==> src/rtl/mwave_sequencer.sv <==
// Cook-cycle sequencer for the microwave magnetron path: keypad entry, BCD MM:SS countdown,
// magnetron gating and end-of-cook buzzer. Define MWAVE_BEEP_EN to build the beep counter.
module mwave_sequencer #(
  parameter int unsigned BEEP_TICKS = 3
) (
  input  logic       clk,
  input  logic       reset,
  input  logic       tick_1hz,
  input  logic       startn,
  input  logic       stopn,
  input  logic       clearn,
  input  logic       door_closed,
  input  logic       key_valid,
  input  logic [3:0] key_digit,
  output logic [3:0] min_tens,
  output logic [3:0] min_ones,
  output logic [3:0] sec_tens,
  output logic [3:0] sec_ones,
  output logic [2:0] state,
  output logic       mag_on,
  output logic       timer_done,
  output logic       beep
);

  typedef enum logic [2:0] {
    StIdle    = 3'd0,
    StSet     = 3'd1,
    StCooking = 3'd2,
    StPaused  = 3'd3,
    StDone    = 3'd4
  } state_e;

  state_e     state_q, state_d;
  logic [3:0] mt_q, mt_d, mo_q, mo_d, st_q, st_d, so_q, so_d;

  // Buttons are sampled once, then compared with the previous sample: {clear, stop, start}.
  logic [2:0] btn_q, btn_prev_q;
  logic       clear_press, stop_press, start_press;

  logic [3:0] dec_mt, dec_mo, dec_st, dec_so;
  logic       dec_zero, time_zero, key_ok;

  assign clear_press = btn_prev_q[2] & ~btn_q[2];
  assign stop_press  = btn_prev_q[1] & ~btn_q[1];
  assign start_press = btn_prev_q[0] & ~btn_q[0];

  always_ff @(posedge clk) begin
    if (reset) begin
      state_q    <= StIdle;
      mt_q       <= 4'd0;
      mo_q       <= 4'd0;
      st_q       <= 4'd0;
      so_q       <= 4'd0;
      btn_q      <= 3'b111;
      btn_prev_q <= 3'b111;
    end else begin
      state_q    <= state_d;
      mt_q       <= mt_d;
      mo_q       <= mo_d;
      st_q       <= st_d;
      so_q       <= so_d;
      btn_q      <= {clearn, stopn, startn};
      btn_prev_q <= btn_q;
    end
  end

  // One-second BCD decrement; seconds above 59 simply count down digit-wise.
  always_comb begin
    dec_mt = mt_q;
    dec_mo = mo_q;
    dec_st = st_q;
    dec_so = so_q;
    if (so_q != 4'd0) begin
      dec_so = so_q - 4'd1;
    end else begin
      dec_so = 4'd9;
      if (st_q != 4'd0) begin
        dec_st = st_q - 4'd1;
      end else begin
        dec_st = 4'd5;
        if (mo_q != 4'd0) begin
          dec_mo = mo_q - 4'd1;
        end else begin
          dec_mo = 4'd9;
          dec_mt = mt_q - 4'd1;
        end
      end
    end
  end

  assign dec_zero  = ({dec_mt, dec_mo, dec_st, dec_so} == 16'h0000);
  assign time_zero = ({mt_q, mo_q, st_q, so_q} == 16'h0000);
  assign key_ok    = key_valid && (key_digit <= 4'd9);

  always_comb begin
    state_d = state_q;
    mt_d    = mt_q;
    mo_d    = mo_q;
    st_d    = st_q;
    so_d    = so_q;
    if (clear_press) begin
      state_d = StIdle;
      mt_d    = 4'd0;
      mo_d    = 4'd0;
      st_d    = 4'd0;
      so_d    = 4'd0;
    end else begin
      case (state_q)
        StIdle, StSet: begin
          // A stop press has no effect here but still outranks start and key.
          if (stop_press) begin
            state_d = state_q;
          end else if (start_press) begin
            if (door_closed && !time_zero) state_d = StCooking;
          end else if (key_ok) begin
            mt_d    = mo_q;
            mo_d    = st_q;
            st_d    = so_q;
            so_d    = key_digit;
            state_d = StSet;
          end
        end
        StCooking: begin
          // Door opening wins over a same-cycle tick so no second is lost.
          if (stop_press || !door_closed) begin
            state_d = StPaused;
          end else if (tick_1hz) begin
            mt_d = dec_mt;
            mo_d = dec_mo;
            st_d = dec_st;
            so_d = dec_so;
            if (dec_zero) state_d = StDone;
          end
        end
        StPaused: begin
          if (stop_press) begin
            state_d = StIdle;
            mt_d    = 4'd0;
            mo_d    = 4'd0;
            st_d    = 4'd0;
            so_d    = 4'd0;
          end else if (start_press && door_closed) begin
            state_d = StCooking;
          end
        end
        StDone: begin
          if (stop_press || !door_closed) state_d = StIdle;
        end
        default: state_d = StIdle;
      endcase
    end
  end

  assign min_tens   = mt_q;
  assign min_ones   = mo_q;
  assign sec_tens   = st_q;
  assign sec_ones   = so_q;
  assign state      = state_q;
  assign mag_on     = (state_q == StCooking) && door_closed;
  assign timer_done = (state_q == StDone);

`ifdef MWAVE_BEEP_EN
  localparam int unsigned BeepW = $clog2(BEEP_TICKS + 1);
  localparam logic [BeepW-1:0] BeepMax = BeepW'(BEEP_TICKS);

  logic [BeepW-1:0] beep_cnt_q;

  // Counts ticks spent in DONE; held at zero elsewhere so each DONE entry restarts it.
  always_ff @(posedge clk) begin
    if (reset || (state_q != StDone)) begin
      beep_cnt_q <= '0;
    end else if (tick_1hz && (beep_cnt_q != BeepMax)) begin
      beep_cnt_q <= beep_cnt_q + 1'b1;
    end
  end

  assign beep = (state_q == StDone) && (beep_cnt_q != BeepMax);
`else
  logic unused_beep_cfg;
  assign unused_beep_cfg = (BEEP_TICKS == 0);
  assign beep            = 1'b0;
`endif

endmodule

==> config.mk <==
export PLATFORM = sky130hd
export DESIGN_NAME = mwave_sequencer
export DESIGN_NICKNAME = d
export VERILOG_FILES = /design/src/rtl/mwave_sequencer.sv
export SDC_FILE = /design/constraint.sdc
export NUM_CORES = 1
export LEC_CHECK = 0
export CAP_MARGIN = 20
export CORE_UTILIZATION = 50
export CTS_BUF_LIST = sky130_fd_sc_hd__clkbuf_4
export DETAILED_ROUTE_END_ITERATION = 12
export GPL_TIMING_DRIVEN = 0
export PLACE_DENSITY_LB_ADDON = 0.05
export RECOVER_POWER = 50
export REMOVE_ABC_BUFFERS = 1
export SLEW_MARGIN = 0
export SYNTH_ARGS = -nofsm -noshare
export SYNTH_HDL_FRONTEND = slang
export SYNTH_SLANG_ARGS = --single-unit
export TNS_END_PERCENT = 5
==> constraint.sdc <==
create_clock -name clk -period 3 [get_ports clk]
set_clock_uncertainty 0.2 [all_clocks]
set_input_delay 0.6 -clock clk [delete_from_list [all_inputs] [get_ports clk]]
set_output_delay 0.6 -clock clk [all_outputs]
set_load 0.02 [all_outputs]
Word level (Yosys, flattened, before mapping)

Cells that the tools add are included.

Register bits after elaboration: 25
Input port bits: 12
Output and inout bits: 22
Word-level logic and storage cells: 97

Add/sub/neg operators: 4
Order comparisons: 1
Equal/unequal tests: 16
Multiplexer cells: 45
Bitwise operators: 6
Reduce and logical (&&, ||, !) cells: 18

Operators with widths:

| kind                                                                     | number |
|---|---|
| 4-bit two-way mux                                                        | 30 |
| 4-bit case mux with 3 select lines                                       | 4 |
| 16-bit zero test                                                         | 2 |
| 3-bit two-way mux                                                        | 10 |
| 4-bit by 1-bit subtractor with 4-bit output (second input constant)      | 4 |
| 3-bit inequality test (second input constant)                            | 5 |
| 7-bit AND reduction                                                      | 2 |
| 2-bit inequality test (second input constant)                            | 6 |
| 3-bit case mux with 4 select lines                                       | 1 |
| 4-bit nonzero test                                                       | 3 |
| 3-bit by 2-bit equality test with 1-bit output (second input constant)   | 2 |
| 4-bit <= comparator (second input constant)                              | 1 |
| 1-bit logical AND                                                        | 4 |
| 2-bit OR reduction                                                       | 2 |
| 1-bit AND                                                                | 3 |
| 3-bit by 1-bit equality test with 1-bit output (second input constant)   | 1 |
| 3-bit equality test (second input constant)                              | 1 |
| 3-bit zero test                                                          | 1 |
| 1-bit inverter                                                           | 3 |
| 3-bit nonzero test                                                       | 1 |
| 1-bit zero test                                                          | 2 |
| 2-bit by 1-bit inequality test with 1-bit output (second input constant) | 1 |
| 1-bit logical OR                                                         | 1 |

Logic depth before layout (Yosys ltp)

Gate-level depths: netlist of the first run.

Depth in word-level cells: 9
Gate-level depth with buffers: 9

Least setup slack after synthesis of the first run

No wires, ideal clock.

Path kind: register to output
Start: register state_q[1], in the netlist state[1]
End: output port mag_on
Arrival: 1.332 ns
Data required time: 2.200 ns
Slack: 0.868 ns
Stages on the path, launching flop included: 6
Cell sequence: dfxtp_1 buf_2 nand2b_1 buf_4 nor2_2 and2_1

Cells in the longest elaborated chain, start to end: 2

Ends and longest elaborated chain:

| what                                           | line | RTL |
|---|---|---|
| from (decl)                                    | 33   | `state_e state_q, state_d;` |
| from (signal assigned)                         | 49   | `state_q <= StIdle;` |
| from (signal assigned)                         | 57   | `state_q <= state_d;` |
| 3-bit by 2-bit equality test with 1-bit output | 159  | `assign mag_on = (state_q == StCooking) && door_closed;` |
| 1-bit logical AND                              | 159  |  |
| to (decl)                                      | 20   | `output logic mag_on,` |

No other way between the ends.

Worst setup path in the final report of the first run

Start: input port door_closed
End: output port mag_on

Cells in the longest elaborated chain, start to end: 1

Ends and longest elaborated chain:

| what              | line | RTL |
|---|---|---|
| from (decl)       | 12   | `input logic door_closed,` |
| 1-bit logical AND | 159  |  |

No other way between the ends.

==> results of run 1 <==
-- routing by layer --
layer | vias to the layer above | global-route usage (%) | routed length (um)
met4 | 0 | 7.64 | 37
met1 | 812 | 34.5 | 1930
li1 | 824 | - | -
met5 | - | 0 | 0
met3 | 4 | 1.95 | 183
met2 | 55 | 44.4 | 2170
-- flip-flops by register name (all words and copies together) (netlist names) --
name / count
min_ones: 4
min_tens: 4
sec_ones: 4
sec_tens: 4
btn_prev_q: 3
btn_q: 3
state: 3
-- layout make-up --
cell class | count | area [um^2]
clock buffer | 4 | 30.0
fill | 290 | 1110
inverter | 8 | 30.0
multi-input combinational | 167 | 1060
sequential | 25 | 502
tap | 44 | 55.1
timing repair buffer | 34 | 335
-- worst max-delay path, stage by stage --
cell and delay (ns):
dlygate4sd3_1 0.69, and2_1 0.17, clkdlybuf4s50_1 0.60
-- logic make-up after synthesis --
group / Yosys count / share of synthesized area (%)
adder cells (fa/ha/maj): 2 / 1.48
AO/OA/AOI/OAI: 70 / 27.2
AND/OR/NAND/NOR: 89 / 31.1
flip-flops: 25 / 29.7
buffers and inverters: 22 / 7.42
multiplexers: 3 / 1.86
XOR/XNOR: 2 / 1.04
other: 1 / 0.223
-- power breakdown --
group / leakage (nW) / internal (mW) / switching (mW) / total (mW)
sequential: 0.204 / 0.346 / 0.0270 / 0.373
combinational: 0.540 / 0.0908 / 0.126 / 0.217
clock: 0.0184 / 0.0611 / 0.117 / 0.179
total: 0.763 / 0.498 / 0.270 / 0.769
-- cells in the final DEF, fill, tap and decap left out, types with 4 or more instances in the layout --
cell,synthesis,layout
dfxtp_1,25,24
a21oi_1,23,23
nand2_1,19,19
nor2_1,18,18
clkdlybuf4s50_1,0,18
o21ai_0,14,14
dlygate4sd3_1,0,14
inv_1,8,8
nor3_1,6,7
nand3_1,7,7
or2_2,6,6
o21ai_1,4,4
nor2b_1,4,4
o31ai_1,4,4
nor3_2,5,4
clkbuf_4,0,4
-- synthesized netlist by cell type, types with 3 or more instances --
| cell type | instances |
|---|---|
| nor2b_1 | 4 |
| inv_1 | 8 |
| nand3_1 | 7 |
| nor3_1 | 6 |
| o31ai_1 | 4 |
| nor2_1 | 18 |
| a31oi_1 | 3 |
| buf_4 | 6 |
| a21oi_1 | 23 |
| a211oi_1 | 3 |
| o21ai_0 | 14 |
| nand2b_1 | 4 |
| and2_1 | 3 |
| nor3_2 | 5 |
| o21ai_1 | 4 |
| or2_2 | 6 |
| o22ai_1 | 3 |
| dfxtp_1 | 25 |
| nand2_1 | 19 |
| nand4_1 | 3 |
-- worst paths after layout --
check / cells past startpoint / from / end / slack [ns]
worst min register to register: 1 / btn_q[2] / btn_prev_q[2] / 0.27
worst max-delay path: 3 / door_closed / mag_on / 0.14
worst min-delay path: 1 / btn_q[2] / btn_prev_q[2] / 0.27
worst max register to register: 6 / state[0] / min_tens[0] / 0.38
-- timing repair --
item,in CTS,in global routing
buffers inserted,0,2
resized for setup,3,1
setup endpoints to repair,1,1
pin swaps,0,1
==> results by group, run 1 <==
Status
  – Status: completed

Clock tree
  – CTS H-tree depth: 1
  – Post-CTS Hold Buffers: 0
  – Clock latency on the worst-skew pair: 0.33 ns
  – Root buffer cell: clkbuf_4
  – Clock transition at path regs: 0.16 ns
  – TritonCTS clock tree: built
  – CTS buffer count: 3
  – Max Root-Sink Buffers: 2
  – TritonCTS Sinks: 25

Synth
  – Post-Syn Instances: roughly 210
  – #FFs+latches synth: 25
  – Largest area contributor in the netlist: dfxtp_1
  – Main flop type after synthesis: dfxtp_1
  – Cell Area, Synth: 1690 um^2
  – Top-area cell type share of the netlist area: a little under 30%
  – Yosys warnings: 0
  – Number of synthesized flops with an enable pin: 0
  – Post-Syn Area per Cell: 7.88 um^2
  – Ys async rst share: 0%
  – Register area share after synthesis: 29.7%
  – Netlist cell types: 54
  – Top cells by area, synth: dfxtp_1 30%, a21oi_1 6.8%, nand2_1 4.2%

Setup path
  – CP endpoint kind: output port
  – WP data arrival: 2.06 ns
  – Worst Path Required: 2.20 ns
  – Setup CP Type: in -> out
  – Startpoint types: primary input
  – Critical Path Fanout Max: 8

STA
  – Final hold viol count: 0
  – Fin crit share: approximately 95%
  – Hold Slack: 0.271 ns
  – RSZ-0062 raised after global routing: no
  – Post-layout min period: 2.86 ns
  – Slew @ Worst Pin: 0.860 ns
  – Fmax: 0.350 GHz
  – Slew headroom: a little over two fifths
  – Setup violators final: 0
  – Fin worst setup slack: 0.142 ns
  – Sum Neg Setup Slack: 0 ns
  – Max Transition Viols Final: 0

Drt
  – ANT nets after route: 0
  – Drt drc: 0
  – Via density per instance: roughly 6.0
  – Mean routed wirelength per cell: 15.3 um
  – Via Count: approximately 1,700
  – DR pass1 iterations: 4
  – Initial drt markers: ~150
  – Routed WL: between 4000 and 5000 um

Die
  – Die H: 60.1 um
  – Initial core utilization: 53.9%
  – Die W: 60.1 um
  – FP Rows: 20
  – Die ar.: 3610 um^2
  – IO Pins: 34
  – Core Box Area: 3130 um^2

Global routing
  – Largest net degree at the start of global routing: 20
  – Tot GR Track Use: 25.9%
  – Global-route wire length before repair: 7080 um
  – Global route total overflow: 0
  – Initial antenna violation count: 0
  – Vias in the first global route: roughly 1,500

Placement
  – GP Congestion: 0.928
  – PortBufs: 32
  – DP Worst Slack: -0.0501 ns
  – Post-DP HPWL: 3010 um
  – Cells after DPL: 276
  – Placed cell areas: 1970 um^2

Flow run
  – Max-cap violations: 0

Power
  – LEAKAGE: 0.763 nW
  – Pwr/cell area: 382 nW/um^2
  – Maximum vdd drop: 0.000224 V
  – Tot Pwr: just under 0.8 mW

Final layout
  – Share of cells above drive strength 1: 13.0%
  – Final net count: 253
  – Cell area after layout: ~2000 um^2
  – Final Non-Filler Cells: 282
  – Ant. Diodes: 0
  – Area grow syn2layout: 19.5%
  – Final core occ: 64.4%

Worst hold path
  – Hold Path Class: reg -> reg
(Power assumes the default switching activity.)
==> run 2: changes to the inputs <==
SETUP_SLACK_MARGIN = 0.4   (was not set)
==> run 2 against run 1 <==
  * Combinational power about the same
  * Total power decreased by 0.31%
  * Sequential power about the same
  * Sequential share of layout area grew 0.12 points
  * Final cell count decreased by 0.35%
  * Clock-buffer cell count is the same
  * Setup slack better by 0.15 ns
  * Cell area is 0.50% lower
  * First-iteration DRC count is 6.9% lower
  * Sequential cell count unchanged
  * Register-to-register slack gained 0.24 ns
  * Largest cell class unchanged
  * Largest power group unchanged
==> results by group, run 2 (synthesized netlist as in run 1, its figures left out) <==
Status
  – Status: completed

STA
  – Max Transition Viols Final: 0 (unchanged)
  – Fmax: 0.369 GHz (+5.5%)
  – RSZ-0062 raised after global routing: yes
  – Post-layout min period: 2.71 ns (-0.149 ns)
  – Final hold viol count: 0 (unchanged)
  – Setup violators final: 0 (unchanged)
  – Sum Neg Setup Slack: 0 ns (unchanged)
  – Fin crit share: 90.3% (-5.0 points)
  – Slew @ Worst Pin: 0.842 ns (-0.0179 ns)
  – Slew headroom: 43.9% (+1.2 points)
  – Fin worst setup slack: 0.291 ns (+0.149 ns)

Setup path
  – Startpoint types: register
  – Delay-heaviest family, CP: buffers and inverters
  – Critical Path End: timer_done
  – Total stage count of the critical path: 2 (-1)
  – CP bufs+invs: 1 (-1)
  – Setup CP Type: reg -> out
  – CP max stage cell: clkdlybuf4s50_1
  – CP endpoint kind: output port
  – Reg2Reg Depth: 6 (unchanged)
  – Reg2reg setup slack: 0.62 ns (+0.24 ns)
  – Worst path max stage delay: 0.66 ns (-0.03 ns)
  – Worst-path cell chain: nor3b_1 -> clkdlybuf4s50_1
  – Worst r2r dst: min_tens[0]
  – Reg2reg start: state[0]
  – Critical Path Fanout Max: 11 (+3)
  – Worst Path Required: 2.20 ns (about the same)
  – Start point of the critical path: state[2]
  – WP data arrival: 1.91 ns (-0.15 ns)

Die
  – Die H: 60.1 um (unchanged)
  – Core Box Area: 3130 um^2 (unchanged)
  – Initial core utilization: 53.9% (unchanged)
  – FP Rows: 20 (unchanged)
  – Die ar.: 3610 um^2 (unchanged)
  – Die W: 60.1 um (unchanged)
  – IO Pins: 34 (unchanged)

Power
  – LEAKAGE: 0.760 nW (-0.42%)
  – Pwr/cell area: 383 nW/um^2 (+0.19%)
  – Maximum vdd drop: 0.000222 V (-0.98%)

Drt
  – M1 WL: 1920 um (-0.57%)
  – DR pass1 iterations: 5 (+1)
  – Via Count: 1,735 (+2.4%)
  – Routed WL: 4370 um (+1.3%)
  – Routed met2 length: 2140 um (-1.3%)
  – Drt drc: 0 (unchanged)
  – Top Layer Used: met4
  – Met3 routed wirelength: 273 um (+49%)
  – ANT nets after route: 0 (unchanged)
  – Via density per instance: 6.17 (+2.7%)
  – Initial drt markers: 135 (-6.9%)
  – Mean routed wirelength per cell: 15.6 um (+1.7%)

Clock tree
  – Clock transition at path regs: 0.16 ns (about the same)
  – CTS H-tree depth: 1 (unchanged)
  – TritonCTS Sinks: 25 (unchanged)
  – CTS buffer count: 3 (unchanged)
  – Root buffer cell: clkbuf_4
  – Max Root-Sink Buffers: 2 (unchanged)
  – TritonCTS clock tree: built
  – Clock latency on the worst-skew pair: 0.32 ns (about the same)

Final layout
  – Area grow syn2layout: 18.9%
  – Share of cells above drive strength 1: 12.2% (-0.79 points)
  – Commonest cells after routing, fill and taps aside: 24 x dfxtp_1, 23 x a21oi_1, 19 x nand2_1, 18 x nor2_1, 18 x clkdlybuf4s50_1
  – Ant. Diodes: 0 (unchanged)
  – Leading cell type in the layout, fill and taps excluded: dfxtp_1
  – Final net count: 252 (-0.40%)

Global routing
  – Global-route wire length before repair: 7130 um (+0.68%)
  – Vias in the first global route: 1,561 (+1.0%)
  – Largest net degree at the start of global routing: 20 (unchanged)
  – Tot GR Track Use: 26.2% (+0.27 points)
  – Global route total overflow: 0 (unchanged)
  – Initial antenna violation count: 0 (unchanged)

Placement
  – GP Congestion: 0.928 (unchanged)
  – PortBufs: 32 (unchanged)
  – DP Worst Slack: -0.0501 ns (unchanged)
  – Post-DP HPWL: 3010 um (unchanged)

Flow run
  – Max-cap violations: 0 (unchanged)

Worst hold path
  – Hold Path Class: reg -> reg
==> run 2: worst min-delay path by stage <==
stage | from | slack (ns) | cells past startpoint | to
2_1_floorplan | btn_q[2] | 0.22 | 1 | btn_prev_q[2]
3_3_place_gp | btn_q[2] | 0.23 | 1 | btn_prev_q[2]
3_5_place_dp | btn_q[2] | 0.23 | 1 | btn_prev_q[2]
4_1_cts | btn_q[2] | 0.27 | 1 | btn_prev_q[2]
5_1_grt | btn_q[2] | 0.30 | 1 | btn_prev_q[2]
6_report | btn_q[2] | 0.27 | 1 | btn_prev_q[2]
==> run 2: worst register-to-register path: stages, from the launching register on <==
cell	delay, ns
dfxtp_1	0.62
and3b_1	0.28
a31oi_2	0.06
o2bb2ai_1	0.28
nor2b_4	0.47
nand3_1	0.15
a311oi_2	0.24
==> run 2: metrics by stage <==
stage | area (um^2) | hold slack [ns] | util, % | total power [mW] | cells
final | 2000 | 0.272 | 64.0 | 0.766 | 281
after detailed placement | 1970 | 0.234 | 62.8 | 0.596 | 276
after floorplan | 1590 | 0.217 | - | 0.522 | 200
after global routing | 2000 | 0.304 | 64.0 | 0.807 | 281
after global placement | 1970 | 0.228 | 62.8 | 0.591 | 276
after CTS | 2020 | 0.274 | 64.4 | 0.768 | 281
==> run 2: cell type report <==
| class | instances | area, um^2 |
|---|---|---|
| repair buffers | 33 | 325 |
| clock buffers | 4 | 30.0 |
| inverters | 8 | 30.0 |
| flip-flops and latches | 25 | 502 |
| well taps | 44 | 55.1 |
| multi-input cells | 167 | 1060 |
| fillers | 298 | 1120 |
==> run 2: repair_timing <==
| item | 4_1_cts | 5_1_grt |
|---|---|---|
| pin swaps | 1 | 0 |
| buffers inserted | 1 | 0 |
| hold buffers | 0 | 0 |
| endpoints found under the setup margin | 4 | 11 |
| gates resized for setup | 7 | 1 |
==> run 2: per-layer routing <==
| layer | global-route usage [%] | vias to the layer above |
|---|---|---|
| met5 | 0 | - |
| met4 | 8.31 | 0 |
| met3 | 1.95 | 6 |
| met2 | 45.1 | 77 |
| met1 | 34.5 | 820 |
| li1 | - | 832 |
==> run 2: power by group <==
group          switching (mW)  total [mW]  internal [mW]
registers              0.0275       0.374          0.346
clock network           0.115       0.176         0.0611
logic                   0.126       0.216         0.0898
==> run 3: changes to the inputs <==
CAP_MARGIN = 30   (was 20)
CORE_UTILIZATION = 30   (was 50)
SLEW_MARGIN = 40   (was 0)
==> run 3 against run 2 <==
  * First-iteration DRC count decreased by 32%
  * Sequential share of layout area decreased by 0.29 points
  * Combinational power about the same
  * Critical endpoint is now sec_tens[0]
  * Largest power group unchanged
  * Highest routed layer unchanged
==> results by group, run 3 (synthesized netlist as in run 1, its figures left out) <==
Clock tree
  – TritonCTS clock tree: built
  – TritonCTS Sinks: 25 (unchanged)
  – Root buffer cell: clkbuf_4
  – Post-CTS Hold Buffers: 0 (unchanged)
  – Clock transition at path regs: 0.15 ns (about the same)
  – Clock latency on the worst-skew pair: 0.33 ns (about the same)
  – CTS H-tree depth: 1 (unchanged)
  – CTS buffer count: 3 (unchanged)
  – Max Root-Sink Buffers: 2 (unchanged)

Die
  – IO Pins: 34 (unchanged)
  – Die H: 77.0 um (+28%)
  – FP Rows: 26 (+30%)
  – Core Box Area: 5270 um^2 (+68%)
  – Die W: 77.0 um (+28%)
  – Initial core utilization: 32.0% (-22 points)
  – Die ar.: 5920 um^2 (+64%)

Final layout
  – Share of cells above drive strength 1: 13.1% (+0.84 points)
  – Ant. Diodes: 0 (unchanged)
  – Leading cell type in the layout, fill and taps excluded: dfxtp_1
  – Area grow syn2layout: 21.2%
  – FILL cells: 572 (+92%)
  – Final net count: 252 (unchanged)
  – Commonest cells after routing, fill and taps aside: 23 x dfxtp_1, 22 x a21oi_1, 19 x nand2_1, 18 x nor2_1, 18 x clkdlybuf4s50_1

Global routing
  – Global-route wire length before repair: 7990 um (+12%)
  – Initial antenna violation count: 0 (unchanged)
  – Tot GR Track Use: 17.0% (-9.1 points)
  – Largest net degree at the start of global routing: 20 (unchanged)
  – Vias in the first global route: 1,546 (-0.96%)
  – Global route total overflow: 0 (unchanged)

Setup path
  – Worst Path Required: 3.05 ns (+0.85 ns)
  – Reg2reg setup slack: 0.62 ns (about the same)
  – CP endpoint kind: register
  – Reg2Reg Depth: 6 (unchanged)
  – Critical Path Fanout Max: 18 (+7)
  – WP data arrival: 2.58 ns (+0.67 ns)
  – Total stage count of the critical path: 7 (+5)
  – Startpoint types: primary input
  – CP max stage cell: nor2b_4
  – Delay-heaviest family, CP: compound AO/OA/AOI/OAI gates
  – CP bufs+invs: 1 (unchanged)
  – Worst path max stage delay: 0.49 ns (-0.17 ns)
  – Worst-path cell chain: clkdlybuf4s50_1 -> o21ai_0 -> and3_1 -> o2bb2ai_1 -> nor2b_4 -> o21ai_1 -> a31o_2
  – Setup CP Type: in -> reg

STA
  – Slew headroom: 57.1% (+13 points)
  – Fmax: 0.394 GHz (+6.8%)
  – Final hold viol count: 0 (unchanged)
  – Setup violators final: 0 (unchanged)
  – Fin crit share: 84.6% (-5.8 points)
  – Max Transition Viols Final: 0 (unchanged)
  – Slew @ Worst Pin: 0.643 ns (-0.199 ns)
  – RSZ-0062 raised after global routing: no
  – Sum Neg Setup Slack: 0 ns (unchanged)
  – Post-layout min period: 2.54 ns (-0.173 ns)

Drt
  – Initial drt markers: 92 (-32%)
  – DR pass1 iterations: 4 (-1)
  – Mean routed wirelength per cell: 15.6 um (about the same)
  – Via density per instance: 5.36 (-13%)
  – Routed WL: 4780 um (+9.2%)
  – ANT nets after route: 0 (unchanged)
  – Via Count: 1,646 (-5.1%)
  – Drt drc: 0 (unchanged)

Power
  – Sw Pwr: 0.269 mW (-0.11%)
  – Sw Share: 35.1% (about the same)
  – Clk pwr share: 22.6% (-0.4 points)
  – LEAKAGE: 0.768 nW (+1.1%)
  – Seq pwr share: 48.9% (about the same)
  – P_int: 0.497 mW (-0.11%)
  – Maximum vdd drop: 0.000157 V (-29%)
  – Combinational Power Share: 28.5% (+0.3 points)
  – Pwr/cell area: 375 nW/um^2 (-2.0%)
  – Tot Pwr: 0.765 mW (-0.11%)

Worst hold path
  – Hold Path Class: reg -> reg
  – Hold Crit Depth: 1 (unchanged)

Placement
  – Post-DP HPWL: 3260 um (+8.6%)
  – PortBufs: 32 (unchanged)
  – GP Congestion: 0.763 (-18%)

Flow run
  – Max-cap violations: 0 (unchanged)

Status
  – Status: completed
-- run 3: cell counts in the layout (fill, tap and decap cells not counted) --
Identical to the previous run, type by type.
-- run 3: final timing paths --
| path | endpoint | start |
|---|---|---|
| worst min register to register | btn_prev_q[2] | btn_q[2] |
| worst max-delay path | sec_tens[0] | key_digit[1] |
| worst max register to register | sec_tens[0] | state[0] |
| worst min-delay path | btn_prev_q[2] | btn_q[2] |
-- run 3: metal layers --
metal | up-vias | global-route usage, % | routed length (um)
met5 | - | 0 | 0
met4 | 0 | 2.88 | 26
met3 | 2 | 2.86 | 176
met2 | 46 | 28.4 | 2280
met1 | 778 | 23.1 | 2300
li1 | 820 | - | -
-- run 3: worst reg2reg max path, delay by kind of cell, from the launching register on --
kind | cells | cell delay [ns]
simple gates | 2 | 0.74
compound gates | 4 | 0.75
flops | 1 | 0.61
-- run 3: final cells by class --
class                   instances  area [um^2]  area share [%]
multi-input cells             167         1060            52.1
flip-flops and latches         25          505            24.8
repair buffers                 33          325            15.9
well taps                      70         87.6            4.29
clock buffers                   4         30.0            1.47
inverters                       8         30.0            1.47
-- run 3: what timing repair did --
item,4_1_cts,5_1_grt
gates cloned,0,0
pin swaps,1,0
buffers inserted,1,0
setup endpoints to repair,5,1
resized for setup,7,2
-- run 3: power groups by stage --
stage	registers (mW)	logic (mW)	clock network, mW
2_1_floorplan	0.386	0.136	0
3_3_place_gp	0.382	0.221	0
3_5_place_dp	0.381	0.221	0
4_1_cts	0.375	0.223	0.183
5_1_grt	0.378	0.240	0.196
6_report	0.374	0.218	0.173
-- run 3: through the flow --
step                      setup slack, ns  util, %  instances  hold slack (ns)  instance area [um^2]
final                               0.463     38.7        307            0.261                  2040
after global routing                0.356     38.7        307            0.289                  2040
after CTS                           0.317     38.9        307            0.270                  2050
after detailed placement           -0.197     38.0        302            0.232                  2000
after global placement             -0.221     37.9        302            0.226                  2000
after floorplan                     0.702        -        200            0.217                  1590
==> RTL change (config.mk and constraints of run 2) <==
Build with the macro `MWAVE_BEEP_EN` defined.
--- a/src/rtl/mwave_sequencer.sv
+++ b/src/rtl/mwave_sequencer.sv
@@ -1,5 +1,7 @@
 // Cook-cycle sequencer for the microwave magnetron path: keypad entry, BCD MM:SS countdown,
 // magnetron gating and end-of-cook buzzer. Define MWAVE_BEEP_EN to build the beep counter.
+`define MWAVE_BEEP_EN
+
 module mwave_sequencer #(
   parameter int unsigned BEEP_TICKS = 3
 ) (
Function: changed (a bounded check fails within 4 cycles, from zero or initial values and one cycle with reset high).
==> RTL change against run 2 <==
Sequential cell count increased by 2; area after synthesis increased by 2.4%; total power increased by 2.9%; die area increased by 2.3%; routed wire length decreased by 3.0%; critical endpoint unchanged; synthesized cell count increased by 5.1%; design area increased by 4.1%; count of clock-buffer cells in the layout decreased by 1; worst setup slack improved by 0.11 ns.
==> RTL change: results (changes against run 2) <==
.. list-table::
   :header-rows: 1

   * - Metric
     - Value
   * - Final RePlAce weighted congestion
     - 0.8696 (-6.2%)
   * - Outcome
     - finished, final reports clean
   * - Share of synthesized area occupied by flip-flops and latches
     - 31.33% (+1.6 points)
   * - Relative contribution of the clock network to total power
     - 20.7% (-2.3 points)
   * - Routed length on met1
     - 2.033 mm (+5.8%)
   * - Leading cell types by count after synthesis
     - sky130_fd_sc_hd__nor2_1 (28), sky130_fd_sc_hd__dfxtp_1 (27), sky130_fd_sc_hd__a21oi_1 (23)
   * - Clock buf count
     - 3 (-1)
   * - Minimum hold slack
     - 0.2730 ns (+0.0004680 ns)
   * - Minimum setup slack after placement
     - -0.3139 ns (-0.2639 ns)
   * - Slowest stage delay, CP
     - 0.59 ns (-0.07 ns)
   * - Met2 global-route usage
     - 40.03% (-5.0 points)
   * - Reg-to-reg endpoint
     - min_ones[1]
   * - Worst R2R Start
     - sec_ones[0]
   * - Routed met3 length
     - 200 µm (-27%)
   * - Maximum vdd ir drop
     - 205.6 µV (-7.3%)
   * - Number of non-filler instances in the completed layout
     - 293 (+4.3%)
   * - Number of sequential cells in the layout
     - 27 (+8.0%)
   * - Worst path setup slack after routing
     - 0.3964 ns (+0.1055 ns)
   * - Iteration count of the initial detailed-routing pass
     - 4 (-1)
   * - Via count of the first global-routing pass
     - 1530 (-2.0%)
   * - Pin count of the biggest net entering global routing
     - 18 (-10%)
   * - Non-clock buffer instance count of the final layout
     - 34 (+3.0%)
   * - Fraction of layout cells with a size suffix above 1
     - 10.04% (-2.2 points)
   * - Logic inverters
     - 5 (-3)
   * - Area of the multi-input gates
     - 1109 µm² (+4.5%)
   * - Depth of the worst register-to-register path
     - 5 (-1)
   * - Post-placement cell area
     - 2018 µm² (+2.7%)
   * - Met1 track demand over resource
     - 34.81% (+0.28 points)
   * - Sum of net half-perimeters after detailed placement
     - 2.874 mm (-4.4%)
   * - Synthesized area per cell
     - 7.668 µm² (-2.6%)
   * - Die outline area
     - 3690 µm² (+2.3%)
   * - Global-route met3 utilization
     - 2.772% (+0.82 points)
   * - GRT Util Overall
     - 24.98% (-1.2 points)
   * - Cell types with the largest area share after synthesis
     - sky130_fd_sc_hd__dfxtp_1 (31%), sky130_fd_sc_hd__a21oi_1 (6.7%), sky130_fd_sc_hd__o21ai_0 (6.4%), sky130_fd_sc_hd__nor2_1 (6.1%), sky130_fd_sc_hd__nand2_1 (3.3%)
[RTL change: changes by cell type in the layout (fill, tap and decap cells not counted), moves of 4 or more]
| cell | run 2 | this run |
|---|---|---|
| sky130_fd_sc_hd__nand2_1 | 19 | 15 |
| sky130_fd_sc_hd__dlygate4sd3_1 | 12 | 16 |
| sky130_fd_sc_hd__nand3b_1 | 0 | 4 |
| sky130_fd_sc_hd__nand3_1 | 7 | 3 |
| sky130_fd_sc_hd__nor2_1 | 18 | 27 |
| sky130_fd_sc_hd__o21ai_0 | 15 | 22 |
[RTL change: kinds of logic (layout without fill, tap and decap cells)]
| group | Yosys count | after routing | share of synthesized area (%) |
|---|---|---|---|
| AND/OR/NAND/NOR | 98 | 99 | 30.24 |
| AO/OA/AOI/OAI | 69 | 69 | 25.17 |
| flip-flops | 27 | 27 | 31.33 |
| buffers and inverters | 20 | 43 | 6.454 |
| multiplexers | 6 | 6 | 3.626 |
| adder cells (fa/ha/maj) | 3 | 3 | 2.176 |
| XOR/XNOR | 2 | 2 | 1.015 |
